===== src/rtl/seq_det_pkg.sv =====
// Shared defaults and FSM state encoding for the serial "1000" detector scheduler.
// Pure constants: no latency, no flow control.
package seq_det_pkg;

    localparam int NREQ_DEF    = 4;
    localparam int W_DEF       = 8;
    localparam int DET_LAT_DEF = 2;

    typedef enum logic [2:0] {
        ST_IDLE  = 3'd0,
        ST_CLR   = 3'd1,
        ST_SHIFT = 3'd2,
        ST_DRAIN = 3'd3,
        ST_DONE  = 3'd4
    } state_t;

endpackage


===== src/rtl/rr_arbiter.sv =====
// Round-robin pick: first requester after the last granted index, one-hot out.
// Combinational, zero latency; no backpressure (grant is only a suggestion to the caller).
module rr_arbiter
    import seq_det_pkg::*;
#(
    parameter int NREQ = NREQ_DEF,
    parameter int PW   = (NREQ > 1) ? $clog2(NREQ) : 1
) (
    input  logic [NREQ-1:0] req,
    input  logic [PW-1:0]   last,
    output logic [NREQ-1:0] gnt
);

    int   idx;
    logic found;

    // Walk last+1 .. last+NREQ with wrap; the first asserted request wins.
    always_comb begin
        gnt   = '0;
        found = 1'b0;
        idx   = 0;
        for (int i = 1; i <= NREQ; i++) begin
            idx = int'(last) + i;
            if (idx >= NREQ) idx = idx - NREQ;
            if (!found && req[idx[PW-1:0]]) begin
                gnt[idx[PW-1:0]] = 1'b1;
                found            = 1'b1;
            end
        end
    end

endmodule


===== src/rtl/seq_det_sched.sv =====
// Time-shares one serial "1000" detector among NREQ requesters, one word per grant.
// Latency: done W+DET_LAT+1 cycles after gnt rises; requesters simply wait while busy.
module seq_det_sched
    import seq_det_pkg::*;
#(
    parameter int NREQ    = NREQ_DEF,
    parameter int W       = W_DEF,
    parameter int DET_LAT = DET_LAT_DEF
) (
    input  logic              clk,
    input  logic              rst,
    input  logic [NREQ-1:0]   req,
    input  logic [NREQ*W-1:0] data,
    output logic [NREQ-1:0]   gnt,
    output logic [NREQ-1:0]   done,
    output logic              hit,
    output logic              busy,
    output logic              det_rst_n,
    output logic              det_a,
    input  logic              det_y
);

    localparam int PW = (NREQ > 1) ? $clog2(NREQ) : 1;
    localparam int CW = $clog2(W + DET_LAT + 1);
    localparam logic [CW-1:0] SHIFT_LAST = CW'(W - 1);
    localparam logic [CW-1:0] DRAIN_LAST = CW'(W + DET_LAT - 1);
    localparam logic [CW-1:0] WIN_FIRST  = CW'(DET_LAT);

    state_t          state;
    state_t          nxt;
    logic [NREQ-1:0] arb_gnt;
    logic [NREQ-1:0] gnt_q;
    logic [PW-1:0]   last;
    logic [PW-1:0]   sel_idx;
    logic [W-1:0]    sel_word;
    logic [W-1:0]    sreg;
    logic [CW-1:0]   cnt;
    logic            acc;
    logic            grant;

    rr_arbiter #(
        .NREQ (NREQ),
        .PW   (PW)
    ) u_arb (
        .req  (req),
        .last (last),
        .gnt  (arb_gnt)
    );

    always_comb begin
        sel_idx  = '0;
        sel_word = '0;
        for (int i = 0; i < NREQ; i++) begin
            if (arb_gnt[i]) begin
                sel_idx  = PW'(i);
                sel_word = data[i*W +: W];
            end
        end
    end

    assign grant = (state == ST_IDLE) && (req != '0);
    assign gnt   = gnt_q;

    always_ff @(posedge clk or negedge rst) begin
        if (!rst) state <= ST_IDLE;
        else      state <= nxt;
    end

    always_comb begin
        nxt = state;
        case (state)
            ST_IDLE:  if (grant) nxt = ST_CLR;
            ST_CLR:   nxt = ST_SHIFT;
            ST_SHIFT: if (cnt == SHIFT_LAST) nxt = (DET_LAT == 0) ? ST_DONE : ST_DRAIN;
            ST_DRAIN: if (cnt == DRAIN_LAST) nxt = ST_DONE;
            ST_DONE:  nxt = ST_IDLE;
            default:  nxt = ST_IDLE;
        endcase
    end

    // cnt runs continuously through SHIFT and DRAIN, so the hit window is simply cnt >= DET_LAT.
    always_ff @(posedge clk or negedge rst) begin
        if (!rst) begin
            gnt_q <= '0;
            last  <= PW'(NREQ - 1);
            sreg  <= '0;
            cnt   <= '0;
            acc   <= 1'b0;
        end else begin
            case (state)
                ST_IDLE: begin
                    if (grant) begin
                        gnt_q <= arb_gnt;
                        last  <= sel_idx;
                        sreg  <= sel_word;
                    end
                end
                ST_CLR: begin
                    cnt <= '0;
                    acc <= 1'b0;
                end
                ST_SHIFT, ST_DRAIN: begin
                    sreg <= sreg << 1;
                    cnt  <= cnt + CW'(1);
                    if (cnt >= WIN_FIRST) acc <= acc | det_y;
                end
                ST_DONE: gnt_q <= '0;
                default: ;
            endcase
        end
    end

    always_comb begin
        det_a     = 1'b0;
        det_rst_n = rst;
        done      = '0;
        hit       = 1'b0;
        busy      = 1'b1;
        case (state)
            ST_IDLE:  busy = 1'b0;
            ST_CLR:   det_rst_n = 1'b0;
            ST_SHIFT: det_a = sreg[W-1];
            ST_DONE: begin
                done = gnt_q;
                hit  = acc;
            end
            default: ;
        endcase
    end

endmodule


===== config.mk =====
export PLATFORM = sky130hd
export DESIGN_NAME = seq_det_sched
export DESIGN_NICKNAME = d
export VERILOG_FILES = /design/src/rtl/seq_det_pkg.sv /design/src/rtl/rr_arbiter.sv /design/src/rtl/seq_det_sched.sv
export SDC_FILE = /design/constraint.sdc
export NUM_CORES = 1
export LEC_CHECK = 0
export ABC_CLOCK_PERIOD_IN_PS = 3100
export CORE_ASPECT_RATIO = 0.75
export CORE_MARGIN = 5
export CORE_UTILIZATION = 40
export CTS_CLUSTER_DIAMETER = 100
export DETAILED_ROUTE_END_ITERATION = 16
export GPL_ROUTABILITY_DRIVEN = 0
export GPL_TIMING_DRIVEN = 1
export PLACE_DENSITY = 0.7
export SKIP_CTS_REPAIR_TIMING = 1
export SLEW_MARGIN = 25
export SYNTH_ARGS = -nofsm -noshare
export SYNTH_HDL_FRONTEND = slang
export SYNTH_SLANG_ARGS = --single-unit
export TNS_END_PERCENT = 5

===== constraint.sdc =====
create_clock -name clk -period 3.1 [get_ports clk]
set_input_delay 0.31 -clock clk [delete_from_list [all_inputs] [get_ports clk]]
set_output_delay 0.31 -clock clk [all_outputs]
set_load 0.02 [all_outputs]

==> results.sh <==
export IMPL_status="complete, no violations"
export IMPL_dp_cells=305
export IMPL_die_area_um2=5650
export IMPL_drt_iter0_markers=114
export IMPL_crit_cells=9
export IMPL_synth_cell_types=42
export IMPL_clk_latency_ns=0.27
export IMPL_cp_required_ns=3.25
export IMPL_core_area_um2=4080
export IMPL_critPathCaptureType="flip-flop"
export IMPL_yosys_warnings=0
export IMPL_initial_core_util_pct=41.5
export IMPL_num_vias=1721
export IMPL_max_cap_viol_count=0
export IMPL_p_per_area_nw_per_um2=1030
export IMPL_worst_pin_slew_ns=0.851
export IMPL_drt_pre_antenna_iters=4
export IMPL_setup_violations=0
export IMPL_path_delay_family="compound AO/OA/AOI/OAI gates"
export IMPL_grt_max_degree=23
export IMPL_first_global_vias=1701
export IMPL_synth_most_common_cell="nand2_1"
export IMPL_cp_max_fo=8
export IMPL_max_stage_delay_ns=0.53
export IMPL_regArea_um2=553
export IMPL_synth_edf_count=0
export IMPL_p_leak_nw=0.971
export IMPL_min_period_ns=2.92
export IMPL_syn_nets=251
export IMPL_grt_setup_unrepaired="false"
export IMPL_wl_per_cell_um=15.2
export IMPL_postLayoutCoreUtil_pct=58.0
export IMPL_synth_area_top_cells="dfrtp_1, ha_1, a221oi_1, nand2_1, nor2_1"
export IMPL_ys_ff_latch=22
export IMPL_insertedDiodeCount=0
export IMPL_io_pins=51
export IMPL_crit_chain="inv_1 -> ha_1 -> mux4_2 -> a211o_1 -> o211a_1 -> a211oi_4 -> buf_4 -> a221oi_1 -> o41ai_1"
export IMPL_reg2reg_depth=9
export IMPL_die_x_um=85.1
export IMPL_crit_type="reg -> reg"
export IMPL_slowest_stage="dfstp_2"
export IMPL_drc=0
export IMPL_area_growth_pct=39.6
export IMPL_grt_first_pass_wirelength_um=8070
export IMPL_final_period_utilization_pct=94.1
export IMPL_netlist_instances=201
export IMPL_antenna_found_initial=0
export IMPL_fmaxAchievable_ghz=0.343
export IMPL_routed_wl_um=4730
export IMPL_reg2reg_from="last[0]$_DFFE_PN1P_"
export IMPL_yosysTopAreaCell="dfrtp_1"
export IMPL_multi_input_comb_area_um2=1070
export IMPL_grt_overflow=0
export IMPL_groute_usage_overall_pct=17.6
export IMPL_r2r_end="sreg[1]$_DFFE_PN0P_"
export IMPL_slew_violations=0
export IMPL_tns_ns=0
export IMPL_cts_root_buf="clkbuf_8"
export IMPL_htree_levels=1
export IMPL_ys_flop_type="dfrtp_1"
export IMPL_skew_ns=0.00579
export IMPL_syn_avg_cell_area_um2=8.43
export IMPL_yosys_area_top_type_share_pct=29.5
export IMPL_fin_nets=307
export IMPL_hold_viol=0
export IMPL_cp_arrival_ns=3.07
export IMPL_port_buffers=50
export IMPL_final_layout_size_suffix_gt1_share_pct=9.38
export IMPL_die_y_um=66.4
export IMPL_timing_reg2reg_setup_slack_ns=0.18
export IMPL_critPathBufInv=2
export IMPL_ant_nets=0
export IMPL_syn_area_um2=1690
export IMPL_cts_tree="built"
export IMPL_cts_made_buffers=3
export IMPL_viasPerCell=5.53
export IMPL_num_rows=20
export IMPL_peakVddDrop_mv=0.393
export IMPL_cts_sinks=22
export IMPL_instances_no_fill=311
export IMPL_yosysSeqAreaShare_pct=32.6
export IMPL_synth_common_cells="nand2_1, nor2_1, dfrtp_1"
export IMPL_holdWs_ns=0.453
export IMPL_fill_cells=394
export IMPL_critPathLaunchType="flip-flop"
export IMPL_async_flop_share_pct=100
export IMPL_max_slew_margin_pct=42.8
export IMPL_dpl_hpwl_um=3590
export IMPL_path_clk_slew_ns=0.09
export IMPL_hp_class="in -> async"
export IMPL_clock_path_buffers=2
## final cells by class
class | count | area share [%]
Clock buffer | 3 | 1.75
Clock inverter | 1 | 1.27
Inverter | 8 | 1.27
Multi-Input combinational cell | 162 | 45.1
Sequential cell | 22 | 23.4
Tap cell | 55 | 2.91
Timing Repair Buffer | 60 | 24.3
## flip-flops by register name, indices dropped and copies added (netlist names)
register  flops
cnt           4
gnt           4
state         3
last          2
sreg          8
acc           1
## stage by stage
stage	setup WS, ns	area [um^2]	power [mW]
after floorplan	0.307	1690	1.65
after global placement	0.254	2280	2.09
after detailed placement	0.123	2280	2.12
after CTS	0.176	2350	2.40
after global routing	0.0314	2360	2.66
final	0.183	2360	2.43
## cell families (layout without fill, tap and decap cells)
kind of cell | Yosys count | after routing | synth area share, %
compound gates | 57 | 57 | 25.3
mux | 5 | 5 | 5.91
flops | 22 | 22 | 32.6
buf+inv | 17 | 72 | 4.43
fa+ha+maj | 11 | 11 | 8.12
simple gates | 89 | 89 | 23.6
## where the power goes
part	switching, mW	internal [mW]
registers	0.118	0.418
logic	0.945	0.677
clock network	0.103	0.173
## worst max-delay path by stage
| stage | from | to |
|---|---|---|
| floorplan | last[0]$_DFFE_PN1P_ | sreg[1]$_DFFE_PN0P_ |
| global route | last[0]$_DFFE_PN1P_ | sreg[3]$_DFFE_PN0P_ |
| CTS | last[0]$_DFFE_PN1P_ | sreg[1]$_DFFE_PN0P_ |
| global placement | req[0] | sreg[7]$_DFFE_PN0P_ |
| finish | last[0]$_DFFE_PN1P_ | sreg[1]$_DFFE_PN0P_ |
| detailed placement | req[0] | sreg[1]$_DFFE_PN0P_ |
## per-layer routing
metal  vias up  routed length (um)  track usage (%)
li1        854                   -                -
met1       803                2300             24.9
met2        62                2110             28.3
met3         2                 310             3.86
met4         0                  10             1.78
met5         -                   0                0
## cells in the final DEF (no fill, tap or decap), types with 6 or more instances in the layout
master,synthesis,final
ha_1,11,11
o41ai_1,7,7
o21ai_0,13,13
a221oi_1,14,14
nor2b_1,6,6
a21oi_1,6,6
buf_4,1,10
nand2_1,31,31
inv_1,7,7
dfrtp_1,20,20
clkdlybuf4s50_1,0,50
nor2_1,30,30
Power figures use the tool's default switching activity.
